### src/rtl/asip_pkg.sv
// asip_pkg: shared opcode, forwarding-select and modmul FSM types for the ASIP pipeline
package asip_pkg;
    typedef enum logic [3:0] {
        OP_ADD    = 4'd0,
        OP_SUB    = 4'd1,
        OP_AND    = 4'd2,
        OP_OR     = 4'd3,
        OP_XOR    = 4'd4,
        OP_SLL    = 4'd5,
        OP_SRL    = 4'd6,
        OP_PASSB  = 4'd7,
        OP_SETMOD = 4'd8,
        OP_MODMUL = 4'd9
    } alu_op_t;
    typedef enum logic [1:0] {
        FWD_REG = 2'b00,
        FWD_ME  = 2'b01,
        FWD_WB  = 2'b10
    } fwd_sel_t;
    typedef enum logic [1:0] {
        IDLE,
        MUL,
        DONE
    } mm_state_t;
endpackage

### src/rtl/execute_stage_if.sv
// execute_stage_if: ID/EX operand bundle in, EX/ME pipeline register and stall out
interface execute_stage_if #(
    parameter int DATA_W     = 32,
    parameter int REG_ADDR_W = 6,
    parameter int OP_W       = 4
);
    logic                  valid_ex;
    logic [OP_W-1:0]       alu_op_ex;
    logic [DATA_W-1:0]     ra_data_ex;
    logic [DATA_W-1:0]     rb_data_ex;
    logic [DATA_W-1:0]     imm_ex;
    logic                  use_imm_ex;
    logic [REG_ADDR_W-1:0] rf_ex;
    logic                  reg_write_ex;
    logic [1:0]            forward_RA;
    logic [1:0]            forward_RB;
    logic [DATA_W-1:0]     fwd_me_data;
    logic [DATA_W-1:0]     fwd_wb_data;
    logic                  stall_ex;
    logic [DATA_W-1:0]     result_me;
    logic [REG_ADDR_W-1:0] rf_me;
    logic                  reg_write_me;
    logic                  valid_me;
    modport master (
        output valid_ex, alu_op_ex, ra_data_ex, rb_data_ex, imm_ex, use_imm_ex,
               rf_ex, reg_write_ex, forward_RA, forward_RB, fwd_me_data, fwd_wb_data,
        input  stall_ex, result_me, rf_me, reg_write_me, valid_me
    );
    modport slave (
        input  valid_ex, alu_op_ex, ra_data_ex, rb_data_ex, imm_ex, use_imm_ex,
               rf_ex, reg_write_ex, forward_RA, forward_RB, fwd_me_data, fwd_wb_data,
        output stall_ex, result_me, rf_me, reg_write_me, valid_me
    );
endinterface

### src/rtl/execute_stage_mod_mul.sv
// mod_mul_unit: MSB-first interleaved modular multiplier, one operand bit per cycle
module mod_mul_unit
    import asip_pkg::*;
#(
    parameter int DATA_W = 32
) (
    input  logic              clk,
    input  logic              rst_n,
    input  logic              start,
    input  logic [DATA_W-1:0] a,
    input  logic [DATA_W-1:0] b,
    input  logic [DATA_W-1:0] m,
    output logic              busy,
    output logic              done,
    output logic [DATA_W-1:0] result
);
    localparam int CW = $clog2(DATA_W);
    localparam int PW = DATA_W + 2;
    mm_state_t         state, next;
    logic [CW-1:0]     cnt;
    logic [PW-1:0]     p, t, t1, t2, mm;
    logic [DATA_W-1:0] mul_a, mul_b, mul_m;
    always_ff @(posedge clk) begin
        if (!rst_n) state <= IDLE;
        else        state <= next;
    end
    always_comb begin
        next = state == IDLE ? (start ? MUL : IDLE) :
               state == MUL  ? (cnt == '0 ? DONE : MUL) : IDLE;
    end
    always_comb begin
        busy   = rst_n && (state == MUL || (state == IDLE && start));
        done   = state == DONE;
        result = (done && mul_m != '0) ? p[DATA_W-1:0] : '0;
    end
    // 2P + a < 3M when P, a < M, so two conditional subtracts restore P < M
    always_comb begin
        mm = {2'b00, mul_m};
        t  = (p << 1) + {2'b00, mul_b[cnt] ? mul_a : '0};
        t1 = t >= mm ? t - mm : t;
        t2 = t1 >= mm ? t1 - mm : t1;
    end
    always_ff @(posedge clk) begin
        if (!rst_n) begin
            p     <= '0;
            cnt   <= '0;
            mul_a <= '0;
            mul_b <= '0;
            mul_m <= '0;
        end else if (state == IDLE && start) begin
            p     <= '0;
            cnt   <= CW'(DATA_W - 1);
            mul_a <= a;
            mul_b <= b;
            mul_m <= m;
        end else if (state == MUL) begin
            p   <= t2;
            cnt <= cnt - 1'b1;
        end
    end
endmodule

### src/rtl/execute_stage.sv
// execute_stage: operand forwarding muxes, ALU, modulus register and EX/ME pipeline register
module execute_stage
    import asip_pkg::*;
#(
    parameter int DATA_W     = 32,
    parameter int REG_ADDR_W = 6,
    parameter int OP_W       = 4
) (
    input  logic          clk,
    input  logic          rst_n,
    execute_stage_if.slave bus
);
    localparam int SHW = $clog2(DATA_W);
    alu_op_t           op;
    logic [DATA_W-1:0] op_a, op_b, fwd_b, alu_res, mod_reg, mm_result;
    logic              mm_start, mm_busy, mm_done;
    assign op = alu_op_t'(bus.alu_op_ex);
    // selector 2'b11 falls through to the register-file operand
    assign op_a  = bus.forward_RA == FWD_ME ? bus.fwd_me_data :
                   bus.forward_RA == FWD_WB ? bus.fwd_wb_data : bus.ra_data_ex;
    assign fwd_b = bus.forward_RB == FWD_ME ? bus.fwd_me_data :
                   bus.forward_RB == FWD_WB ? bus.fwd_wb_data : bus.rb_data_ex;
    assign op_b  = bus.use_imm_ex ? bus.imm_ex : fwd_b;
    assign mm_start = bus.valid_ex && op == OP_MODMUL;
    mod_mul_unit #(.DATA_W(DATA_W)) u_mm (
        .clk    (clk),
        .rst_n  (rst_n),
        .start  (mm_start),
        .a      (op_a),
        .b      (op_b),
        .m      (mod_reg),
        .busy   (mm_busy),
        .done   (mm_done),
        .result (mm_result)
    );
    assign bus.stall_ex = mm_busy;
    always_comb begin
        alu_res = '0;
        case (op)
            OP_ADD:    alu_res = op_a + op_b;
            OP_SUB:    alu_res = op_a - op_b;
            OP_AND:    alu_res = op_a & op_b;
            OP_OR:     alu_res = op_a | op_b;
            OP_XOR:    alu_res = op_a ^ op_b;
            OP_SLL:    alu_res = op_a << op_b[SHW-1:0];
            OP_SRL:    alu_res = op_a >> op_b[SHW-1:0];
            OP_PASSB:  alu_res = op_b;
            OP_SETMOD: alu_res = op_a;
            OP_MODMUL: alu_res = mm_done ? mm_result : '0;
            default:   alu_res = '0;
        endcase
    end
    always_ff @(posedge clk) begin
        if (!rst_n)                                                 mod_reg <= '0;
        else if (!mm_busy && bus.valid_ex && op == OP_SETMOD)       mod_reg <= op_a;
    end
    // a stalled edge inserts a bubble; result and destination keep their last value
    always_ff @(posedge clk) begin
        if (!rst_n) begin
            bus.result_me    <= '0;
            bus.rf_me        <= '0;
            bus.reg_write_me <= 1'b0;
            bus.valid_me     <= 1'b0;
        end else if (mm_busy) begin
            bus.reg_write_me <= 1'b0;
            bus.valid_me     <= 1'b0;
        end else begin
            bus.result_me    <= alu_res;
            bus.rf_me        <= bus.rf_ex;
            bus.reg_write_me <= bus.reg_write_ex && op != OP_SETMOD;
            bus.valid_me     <= bus.valid_ex;
        end
    end
endmodule

### src/flat_wrapper.sv
// flat-port wrapper written by rule: the top's interface ports become plain ports
module execute_stage_flat import asip_pkg::*;
#(
    parameter int DATA_W     = 32,
    parameter int REG_ADDR_W = 6,
    parameter int OP_W       = 4
)
  (clk, rst_n, bus_valid_ex, bus_alu_op_ex, bus_ra_data_ex, bus_rb_data_ex, bus_imm_ex, bus_use_imm_ex, bus_rf_ex, bus_reg_write_ex, bus_forward_RA, bus_forward_RB, bus_fwd_me_data, bus_fwd_wb_data, bus_stall_ex, bus_result_me, bus_rf_me, bus_reg_write_me, bus_valid_me);
  execute_stage_if #(.DATA_W(DATA_W), .REG_ADDR_W(REG_ADDR_W), .OP_W(OP_W)) bus_i ();
  input  logic clk;
  input  logic rst_n;
  input wire logic [$bits(bus_i.valid_ex)-1:0] bus_valid_ex;
  input wire logic [$bits(bus_i.alu_op_ex)-1:0] bus_alu_op_ex;
  input wire logic [$bits(bus_i.ra_data_ex)-1:0] bus_ra_data_ex;
  input wire logic [$bits(bus_i.rb_data_ex)-1:0] bus_rb_data_ex;
  input wire logic [$bits(bus_i.imm_ex)-1:0] bus_imm_ex;
  input wire logic [$bits(bus_i.use_imm_ex)-1:0] bus_use_imm_ex;
  input wire logic [$bits(bus_i.rf_ex)-1:0] bus_rf_ex;
  input wire logic [$bits(bus_i.reg_write_ex)-1:0] bus_reg_write_ex;
  input wire logic [$bits(bus_i.forward_RA)-1:0] bus_forward_RA;
  input wire logic [$bits(bus_i.forward_RB)-1:0] bus_forward_RB;
  input wire logic [$bits(bus_i.fwd_me_data)-1:0] bus_fwd_me_data;
  input wire logic [$bits(bus_i.fwd_wb_data)-1:0] bus_fwd_wb_data;
  output wire logic [$bits(bus_i.stall_ex)-1:0] bus_stall_ex;
  output wire logic [$bits(bus_i.result_me)-1:0] bus_result_me;
  output wire logic [$bits(bus_i.rf_me)-1:0] bus_rf_me;
  output wire logic [$bits(bus_i.reg_write_me)-1:0] bus_reg_write_me;
  output wire logic [$bits(bus_i.valid_me)-1:0] bus_valid_me;
  assign bus_i.valid_ex = bus_valid_ex;
  assign bus_i.alu_op_ex = bus_alu_op_ex;
  assign bus_i.ra_data_ex = bus_ra_data_ex;
  assign bus_i.rb_data_ex = bus_rb_data_ex;
  assign bus_i.imm_ex = bus_imm_ex;
  assign bus_i.use_imm_ex = bus_use_imm_ex;
  assign bus_i.rf_ex = bus_rf_ex;
  assign bus_i.reg_write_ex = bus_reg_write_ex;
  assign bus_i.forward_RA = bus_forward_RA;
  assign bus_i.forward_RB = bus_forward_RB;
  assign bus_i.fwd_me_data = bus_fwd_me_data;
  assign bus_i.fwd_wb_data = bus_fwd_wb_data;
  assign bus_stall_ex = bus_i.stall_ex;
  assign bus_result_me = bus_i.result_me;
  assign bus_rf_me = bus_i.rf_me;
  assign bus_reg_write_me = bus_i.reg_write_me;
  assign bus_valid_me = bus_i.valid_me;
  execute_stage #(.DATA_W(DATA_W), .REG_ADDR_W(REG_ADDR_W), .OP_W(OP_W)) u_core (.clk(clk), .rst_n(rst_n), .bus(bus_i));
endmodule
### config.mk
export PLATFORM = sky130hd
export DESIGN_NAME = execute_stage_flat
export DESIGN_NICKNAME = d
export VERILOG_FILES = /design/src/rtl/asip_pkg.sv /design/src/rtl/execute_stage_if.sv /design/src/rtl/execute_stage_mod_mul.sv /design/src/rtl/execute_stage.sv /design/src/flat_wrapper.sv
export SDC_FILE = /design/constraint.sdc
export NUM_CORES = 1
export LEC_CHECK = 0
export CORE_MARGIN = 1.5
export CORE_UTILIZATION = 55
export DETAILED_ROUTE_END_ITERATION = 7
export DONT_BUFFER_PORTS = 1
export GPL_ROUTABILITY_DRIVEN = 0
export PLACE_DENSITY_LB_ADDON = 0.05
export SYNTH_ARGS = -nofsm -noshare
export SYNTH_HDL_FRONTEND = slang
export SYNTH_SLANG_ARGS = --single-unit
### constraint.sdc
create_clock -name clk -period 10.9 [get_ports clk]
set_input_delay 2.18 -clock clk [delete_from_list [all_inputs] [get_ports clk]]
set_output_delay 2.18 -clock clk [all_outputs]
set_load 0.01 [all_outputs]
# --- Word-level counts from Yosys, hierarchy flattened ---
# Cells that the tools add are included.
totals:
  elab_cells: 77
  reg_bits: 208
op_classes:
  eq_ne: 16
  n_reduce_logical: 16
  n_lt_le_gt_ge: 3
  mux: 19
  addsub: 6
  shift: 2
  bitwise_logic: 4
op_table:
  columns: ["cell", "count"]
  rows:
  - ["$pmux 32 s10", 1]
  - ["$mux 32", 8]
  - ["$ge 34x32->1", 2]
  - ["$add 34x32->34", 1]
  - ["$mux 34", 1]
  - ["$sub 34x32->34", 1]
  - ["$mux 33", 1]
  - ["$sub 33x32->33", 1]
  - ["$add 32x32->32", 1]
  - ["$and 32x32->32", 1]
  - ["$or 32x32->32", 1]
  - ["$reduce_bool 32->1", 1]
  - ["$shl 32x5->32", 1]
  - ["$shr 32x5->32", 1]
  - ["$sub 32x32->32", 1]
  - ["$xor 32x32->32", 1]
  - ["$eq 4x3->1 const B", 4]
  - ["$mux 5", 2]
  - ["$eq 4x2->1 const B", 2]
  - ["$eq 4x4->1 const B", 2]
  - ["$logic_and 1x1->1", 7]
  - ["$eq 2x1->1 const B", 3]
  - ["$eq 2x2->1 const B", 3]
  - ["$lt 5x6->1 const B", 1]
  - ["other kinds (14)", 18]

# --- Longest topological paths before layout ---
# Gate-level depths: netlist of the first run.
logic_depth:
  depth_word: 8
  mapped_depth: 43
  ltp_nobuf: 38

# --- By module ---
# From an unflattened synthesis of the first run, not the netlist that was laid out.
unflattened:
  cells_unflattened: 3231
  area_unflattened_um2: 24597.3
modules_own_cells:
  columns: ["mod", "instances", "cells_per_inst", "area_each_um2", "seq_area_each_um2"]
  rows:
  - ["execute_stage", 1, 1728, 13167.6, 1441.4]
  - ["mod_mul_unit", 1, 1503, 11429.7, 2722.6]

# --- Worst setup path before layout of the first run ---
# Ideal clock, no wire load.
synth_path:
  kind: "register -> register"
  startpoint: "register u_core.u_mm.cnt[0]"
  endpoint: "register u_core.u_mm.p[25]"
  n_path_buf: 5
  path_stages_with_launch: 38
  required_time_ps: 10783
  arrival_time_ps: 9398
  setup_slack_ps: 1385
  path_cell_list: "dfxtp_1 > buf_1 > mux4_2 > mux4_2 > mux2i_1 > clkbuf_1 > nor2b_1 > ha_1 > a21o_1 > a221o_1 > a211o_1 > or2_2 > xnor2_1 > inv_1 > ha_1 > buf_2 > nand2_1 > a2111oi_0 > [2 not listed] > o21a_1 > o21ai_0 > and2_1 > nand2_1 > buf_2 > mux2_2 > ha_1 > a21o_1 > o21ai_0 > a211oi_1 > nor2_1 > o31ai_1 > a2111oi_1 > o211ai_1 > a211o_1 > buf_6 > or2_0 > a32o_1"
synth_between:
  elab_chain_len: 8
  word_cells_on_any_way: 10
synth_lines:
  columns: ["element", "line", "source"]
  rows:
  - ["start: declaration", "execute_stage_mod_mul.sv:20", "logic [CW-1:0] cnt;"]
  - ["start signal: assignment", "execute_stage_mod_mul.sv:52", "cnt <= CW'(DATA_W - 1);"]
  - ["start signal: assignment", "execute_stage_mod_mul.sv:58", "cnt <= cnt - 1'b1;"]
  - ["$bmux 1 s5 (*)", "execute_stage_mod_mul.sv:39", "t = (p << 1) + {2'b00, mul_b[cnt] ? mul_a : '0};"]
  - ["$mux 1 (not written as such) (*)", "execute_stage_mod_mul.sv:39", null]
  - ["$mux 32 (*)", "execute_stage_mod_mul.sv:39", null]
  - ["$add 34x32->34 (*)", "execute_stage_mod_mul.sv:39", null]
  - ["$sub 34x32->34 / $ge 34x32->1 (equally long branches)", "execute_stage_mod_mul.sv:40", "t1 = t >= mm ? t - mm : t;"]
  - ["$mux 34 (*)", "execute_stage_mod_mul.sv:40", null]
  - ["$sub 33x32->33 / $ge 34x32->1 (equally long branches)", "execute_stage_mod_mul.sv:41", "t2 = t1 >= mm ? t1 - mm : t1;"]
  - ["$mux 33 (*)", "execute_stage_mod_mul.sv:41", null]
  - ["end signal: assignment", "execute_stage_mod_mul.sv:57", "p <= t2;"]
  - ["end: declaration", "execute_stage_mod_mul.sv:21", "logic [PW-1:0] p, t, t1, t2, mm;"]
# Mark *: on every way between the ends. The rest lies on a longest branch, timed or not. The select of a mux whose other input is x is not followed.
# A chain may end at the register's enable or synchronous reset.

# --- Worst setup path after layout of the first run ---
# Ends and elaborated chain as after synthesis.

==> flow_summary.ini, run 1 <==
[run_status]
outcome = finished with violations
violations = design-rule violations

[critical_path]
cp-startpoint = u_core.u_mm.cnt[0]
r2r-start = u_core.u_mm.cnt[0]
end_kind = flop
cpMostUsedCell = a21oi_1
cp_slowest_cell = o41ai_1
cp.arrival_ns = 10.69
cp_max_fo = 31
worstPathRequired_ns = 11.34
cp_num_buf_inv = 4
criticalPathCategory = flop to flop
max_stage_delay_ns = 0.57
start_kind = flop
cp_top_family = compound AO/OA/AOI/OAI gates

[clocking]
clk_path_buf_depth = 3
htreeDepth = 1
cts_root_buf = clkbuf_16
cts_tree = built
clkSinkCount = 208
numCtsBuffers = 25
clock_latency_ns = 0.54
postCtsSetupBuffers = 0
clk_pin_slew_ns = 0.06

[pwr]
ir_drop_mv = 0.680
p_leak_nw = 10.5
power_density_nw_per_um2 = 212
p_total_mw = 5.15

[synth]
avgSynthCellArea_um2 = 7.47
synth.ff_latch_count = 208
yosys_warnings = 0
synth_cell_type_count = 87
synth-edff-count = 0
synth-async-reset-ratio = 0
yosysSeqAreaShare = 0.180
synth_ff_type = dfxtp_1
synthesis.area_um2 = 23200
syn-num-nets = 3479
syn_inst = 3101

[cells_and_area]
drive_gt1_frac = 0.0734
final_common_cell = nand2_1
nNetsFinal = 3360
n_antenna_cell = 0
multi_input_area_um2 = 17700
regMostFlops = u_core.u_mm.p
final_cell_mix = 452 x nand2_1, 220 x nor2_1, 211 x a21oi_1, 207 x dfxtp_1, 195 x ha_1
largest_register_ffs = 33
fill_cells = 3877
syn2layout_area_growth_pct = 4.94
seq_area_um2 = 4170

[grt]
grt_max_degree = 139
grt_pass1_wl_um = 129000
grt_usage = 0.378
overflow = 0
grt_pass1_vias = 22762
antenna_found_initial = 0

[timing]
hold_ws_ns = 0.460
finalSetupViolCount = 0
worst_slew_pin_slew_ns = 1.17
finClkSkew_ns = 0.0127
post-route-period-util = 0.941
max_freq_mhz = 97.5
slew_violations = 0
relSlewSlack = 0.223
finalCriticalPeriod_ns = 10.26
hold_viol_final = 0
rsz0062_at_grt = false
setup_tns_ns = 0

[placement]
io_buffers = 0
dpl.hpwl_um = 64600

[floorplanning]
die_y_um = 208
die_w_um = 208
fp.coreArea_um2 = 41200
dieArea_um2 = 43400
rows = 74
initial_utilization = 0.562
ios = 220

[drt]
firstDrtPassIters = 8
drt_iter0_markers = 2439
drtAntennaViolNets = 0
routedWlPerCell_um = 24.0
drt-total-wl_um = 84700
vias_per_cell = 6.71
post-route-drc-count = 10
num_vias = 23677

[worst_hold_path]
hp-class = flop to flop
min-delay-start = u_core.u_mm.mul_a[13]

[job]
maxCapViolations = 0
## cell usage after synthesis (25+ instances only)
| cell | n | area (µm²) |
|---|---|---|
| nand2_1 | 453 | 1700 |
| nor2_1 | 220 | 826 |
| a21oi_1 | 211 | 1060 |
| dfxtp_1 | 208 | 4160 |
| ha_1 | 195 | 2440 |
| mux2i_1 | 185 | 1850 |
| o21ai_0 | 178 | 891 |
| clkbuf_1 | 139 | 522 |
| inv_1 | 126 | 473 |
| xnor2_1 | 99 | 867 |
| a21boi_0 | 98 | 736 |
| mux2_2 | 62 | 698 |
| nor2b_1 | 61 | 382 |
| nand3_1 | 51 | 255 |
| a211oi_1 | 50 | 375 |
| a221oi_1 | 48 | 420 |
| a21o_1 | 44 | 330 |
| nor3_1 | 42 | 210 |
| xor2_1 | 36 | 315 |
| buf_2 | 35 | 175 |
| and2_1 | 31 | 194 |
| o221ai_1 | 31 | 272 |
| o22ai_1 | 31 | 194 |
| a31oi_1 | 30 | 188 |
| nand2b_1 | 30 | 188 |
| o211ai_1 | 29 | 218 |
| o211a_1 | 25 | 250 |
## per-stage QoR
| step | cells | util | area, µm² | setup WS, ns |
|---|---|---|---|---|
| final | 3529 | 0.590 | 24300 | 0.642 |
| after floorplan | 3101 | - | 23200 | 1.38 |
| after detailed placement | 3487 | 0.570 | 23500 | 0.204 |
| after CTS | 3529 | 0.589 | 24300 | 0.189 |
| after global placement | 3487 | 0.570 | 23500 | 0.510 |
| after global routing | 3529 | 0.590 | 24300 | 0.105 |
## routing by layer
layer | wire (µm) | global-route usage | share of wire
met1 | 33800 | 0.471 | 0.40
met2 | 37200 | 0.608 | 0.44
met3 | 8640 | 0.0811 | 0.10
met4 | 5050 | 0.209 | 0.060
met5 | 0 | 0 | 0
## repair_timing
item / in CTS / in global routing
endpoints found under the setup margin: 0 / 32
hold buffers: 0 / 0
endpoints found under the hold margin: 0 / 0
gates resized for setup: 0 / 5
## final cells by class
| type | count | area share |
|---|---|---|
| clock inverters | 6 | 0.00263 |
| clock buffers | 36 | 0.0307 |
| inverters | 132 | 0.0204 |
| well taps | 532 | 0.0274 |
| repair buffers | 58 | 0.0184 |
| flip-flops and latches | 208 | 0.171 |
| multi-input cells | 2557 | 0.729 |
## cell families after synthesis
logic type,after synthesis,share of synthesized area
AO/OA/AOI/OAI,975,0.286
XOR/XNOR,136,0.0518
adder cells (fa/ha/maj),199,0.109
buffers and inverters,336,0.0583
flip-flops,208,0.180
multiplexers,261,0.123
AND/OR/NAND/NOR,986,0.192
## worst register-to-register path: cells and delay by family, from the launching register on
kind | cells | cell delay (ns)
AOI/OAI and AO/OA | 19 | 4.70
muxes | 4 | 1.51
and+or+nand+nor | 8 | 1.24
adders and majority gates | 4 | 1.14
buffers and inverters | 4 | 0.84
DFF | 1 | 0.53
xor gates and xnor gates | 1 | 0.23
## path summary, 6_finish.rpt
check	end	slack (ns)	cells past startpoint
setup / recovery	u_core.u_mm.p[25]	0.64	40
hold / removal	u_core.u_mm.mul_a[13]	0.46	2
setup reg to reg	u_core.u_mm.p[25]	0.64	40
hold reg to reg	u_core.u_mm.mul_a[13]	0.46	2
## power by group
part	leakage [nW]	switching (mW)	total, mW	internal [mW]
clock	0.396	0.349	0.843	0.495
sequential	1.68	0.0363	0.822	0.785
combinational	8.42	1.98	3.48	1.50
total	10.5	2.37	5.15	2.78
No activity file was read; power rests on OpenSTA's default activity.
==> inputs of run 2 (changes only) <==
--- a/config.mk
+++ b/config.mk
@@ -5,8 +5,10 @@
 export SDC_FILE = /design/constraint.sdc
 export NUM_CORES = 1
 export LEC_CHECK = 0
+export CELL_PAD_IN_SITES_DETAIL_PLACEMENT = 0
+export CELL_PAD_IN_SITES_GLOBAL_PLACEMENT = 2
 export CORE_MARGIN = 1.5
-export CORE_UTILIZATION = 55
+export CORE_UTILIZATION = 39
 export DETAILED_ROUTE_END_ITERATION = 7
 export DONT_BUFFER_PORTS = 1
 export GPL_ROUTABILITY_DRIVEN = 0
==> run 2 against run 1 <==
Effect of this change:
- clock skew increased by 0.0022 ns
- hold slack about the same
- sequential cell count unchanged
- the flow now finishes without violations
- sequential share of layout area decreased by 0.36 points
- combinational power increased by 3%
- first-iteration DRC count decreased by 19%
- clock power increased by 6.2%
- die area increased by 40%
- setup slack improved by 0.11 ns
- register-to-register slack improved by 0.11 ns
- via count decreased by 1.0%
- fmax increased by 1.1%
==> flow_summary.ini, run 2 (synthesis results as in run 1) <==
[floorplanning]
fp.coreArea_um2 = 58900
die_w_um = 247
ios = 220
initial_utilization = 0.393
dieArea_um2 = 60900
rows = 89
die_y_um = 247

[timing]
worst_slew_pin_slew_ns = 1.33
finalSetupViolCount = 0
finalCriticalPeriod_ns = 10.14
max_freq_mhz = 98.6
relSlewSlack = 0.109
hold_viol_final = 0
rsz0062_at_grt = false
finClkSkew_ns = 0.0149
slew_violations = 0
fin_ws_ns = 0.756
post-route-period-util = 0.931

[placement]
dp_slack_ns = -0.164
io_buffers = 0
dpl.hpwl_um = 78600

[drt]
routedWlPerCell_um = 26.3
post-route-drc-count = 0
drt-total-wl_um = 99800
drt_iter0_markers = 1983
firstDrtPassIters = 8
drtAntennaViolNets = 0
num_vias = 23436
vias_per_cell = 6.18

[run_status]
outcome = completed

[critical_path]
criticalPathCategory = flop to flop
cp.arrival_ns = 10.50
cp_max_fo = 25
reg2regPathDepth = 40
worstPathRequired_ns = 11.26
cp_slowest_cell = o41ai_1
start_kind = flop
end_kind = flop
max_stage_delay_ns = 0.53

[cells_and_area]
drive_gt1_frac = 0.0829
final_cell_mix = 452 x nand2_1, 220 x nor2_1, 206 x dfxtp_1, 205 x a21oi_1, 195 x ha_1
largest_register_ffs = 33
syn2layout_area_growth_pct = 7.28
n_antenna_cell = 0
final_util = 0.422
nNetsFinal = 3377
final_common_cell = nand2_1
regMostFlops = u_core.u_mm.p

[grt]
grt_max_degree = 139
grt_pass1_vias = 22174
antenna_found_initial = 0
overflow = 0
grt_usage = 0.317
grt_pass1_wl_um = 145000

[clocking]
htreeDepth = 1
clk_path_buf_depth = 3
postCtsSetupBuffers = 0
clk_pin_slew_ns = 0.07
numCtsBuffers = 24
cts_root_buf = clkbuf_16
clock_latency_ns = 0.54
clkSinkCount = 208
cts_tree = built

[pwr]
p_leak_nw = 10.6
ir_drop_mv = 0.643
power_density_nw_per_um2 = 214

[job]
maxCapViolations = 0

[worst_hold_path]
hp-class = flop to flop
hold_depth = 2
==> run 2: changes by cell type in the layout (fill, tap and decap cells not counted), sizes merged <==
| cell | before | now |
|---|---|---|
| buf | 58 | 76 |
| clkbuf | 36 | 32 |
| clkinvlp | 2 | 3 |
| inv | 126 | 129 |
| bufinv | 1 | 3 |
==> run 2: final timing paths <==
path | slack [ns] | end | startpoint
worst max register to register | 0.76 | u_core.u_mm.p[12] | u_core.u_mm.cnt[0]
worst min-delay path | 0.46 | u_core.u_mm.mul_a[11] | u_core.u_mm.mul_a[11]
worst min register to register | 0.46 | u_core.u_mm.mul_a[11] | u_core.u_mm.mul_a[11]
worst max-delay path | 0.76 | u_core.u_mm.p[12] | u_core.u_mm.cnt[0]
==> run 2: per-layer routing <==
layer	vias to the layer above	GRT usage	part of all wire
li1	11109	-	-
met1	11324	0.413	0.43
met2	832	0.520	0.46
met3	171	0.0492	0.064
met4	0	0.129	0.044
met5	-	0	0
==> run 2: area by class of cell <==
class | instances | area [µm²]
well taps | 773 | 967
fillers | 6195 | 34100
flip-flops and latches | 208 | 4170
inverters | 132 | 495
repair buffers | 76 | 583
clock buffers | 32 | 712
multi-input cells | 2557 | 17800
clock inverters | 12 | 161
==> run 2: critical path, delay by kind of cell (launching register included) <==
family                   cells  cell delay (ns)
buffers and inverters        3             0.58
flip-flops                   1             0.47
XOR/XNOR                     1             0.20
AND/OR/NAND/NOR              9             1.31
AO/OA/AOI/OAI               17             4.12
multiplexers                 5             1.83
adder cells (fa/ha/maj)      5             1.38
==> run 2: power breakdown <==
group          internal [mW]  switching (mW)  leakage, nW
Clock                  0.534           0.360        0.421
Combinational           1.51            2.08         8.52
Sequential             0.785          0.0400         1.68
Total                   2.83            2.48         10.6
==> run 2: per-stage QoR <==
stage               setup TNS (ns)  power, mW  area, µm²  std cells  hold WS (ns)
finish                           0       5.31      24800       3790         0.460
global route                     0       5.62      24800       3790         0.482
CTS                              0       5.23      24800       3790         0.462
detailed placement           -2.96       4.32      23900       3746         0.454
global placement                 0       4.30      23900       3746         0.446
floorplan                        0       3.57      23200       3101         0.439
==> run 2: what timing repair did <==
item / 4_1_cts / 5_1_grt
resized for setup: 1 / 8
hold buffers: 0 / 0
setup endpoints to repair: 25 / 33
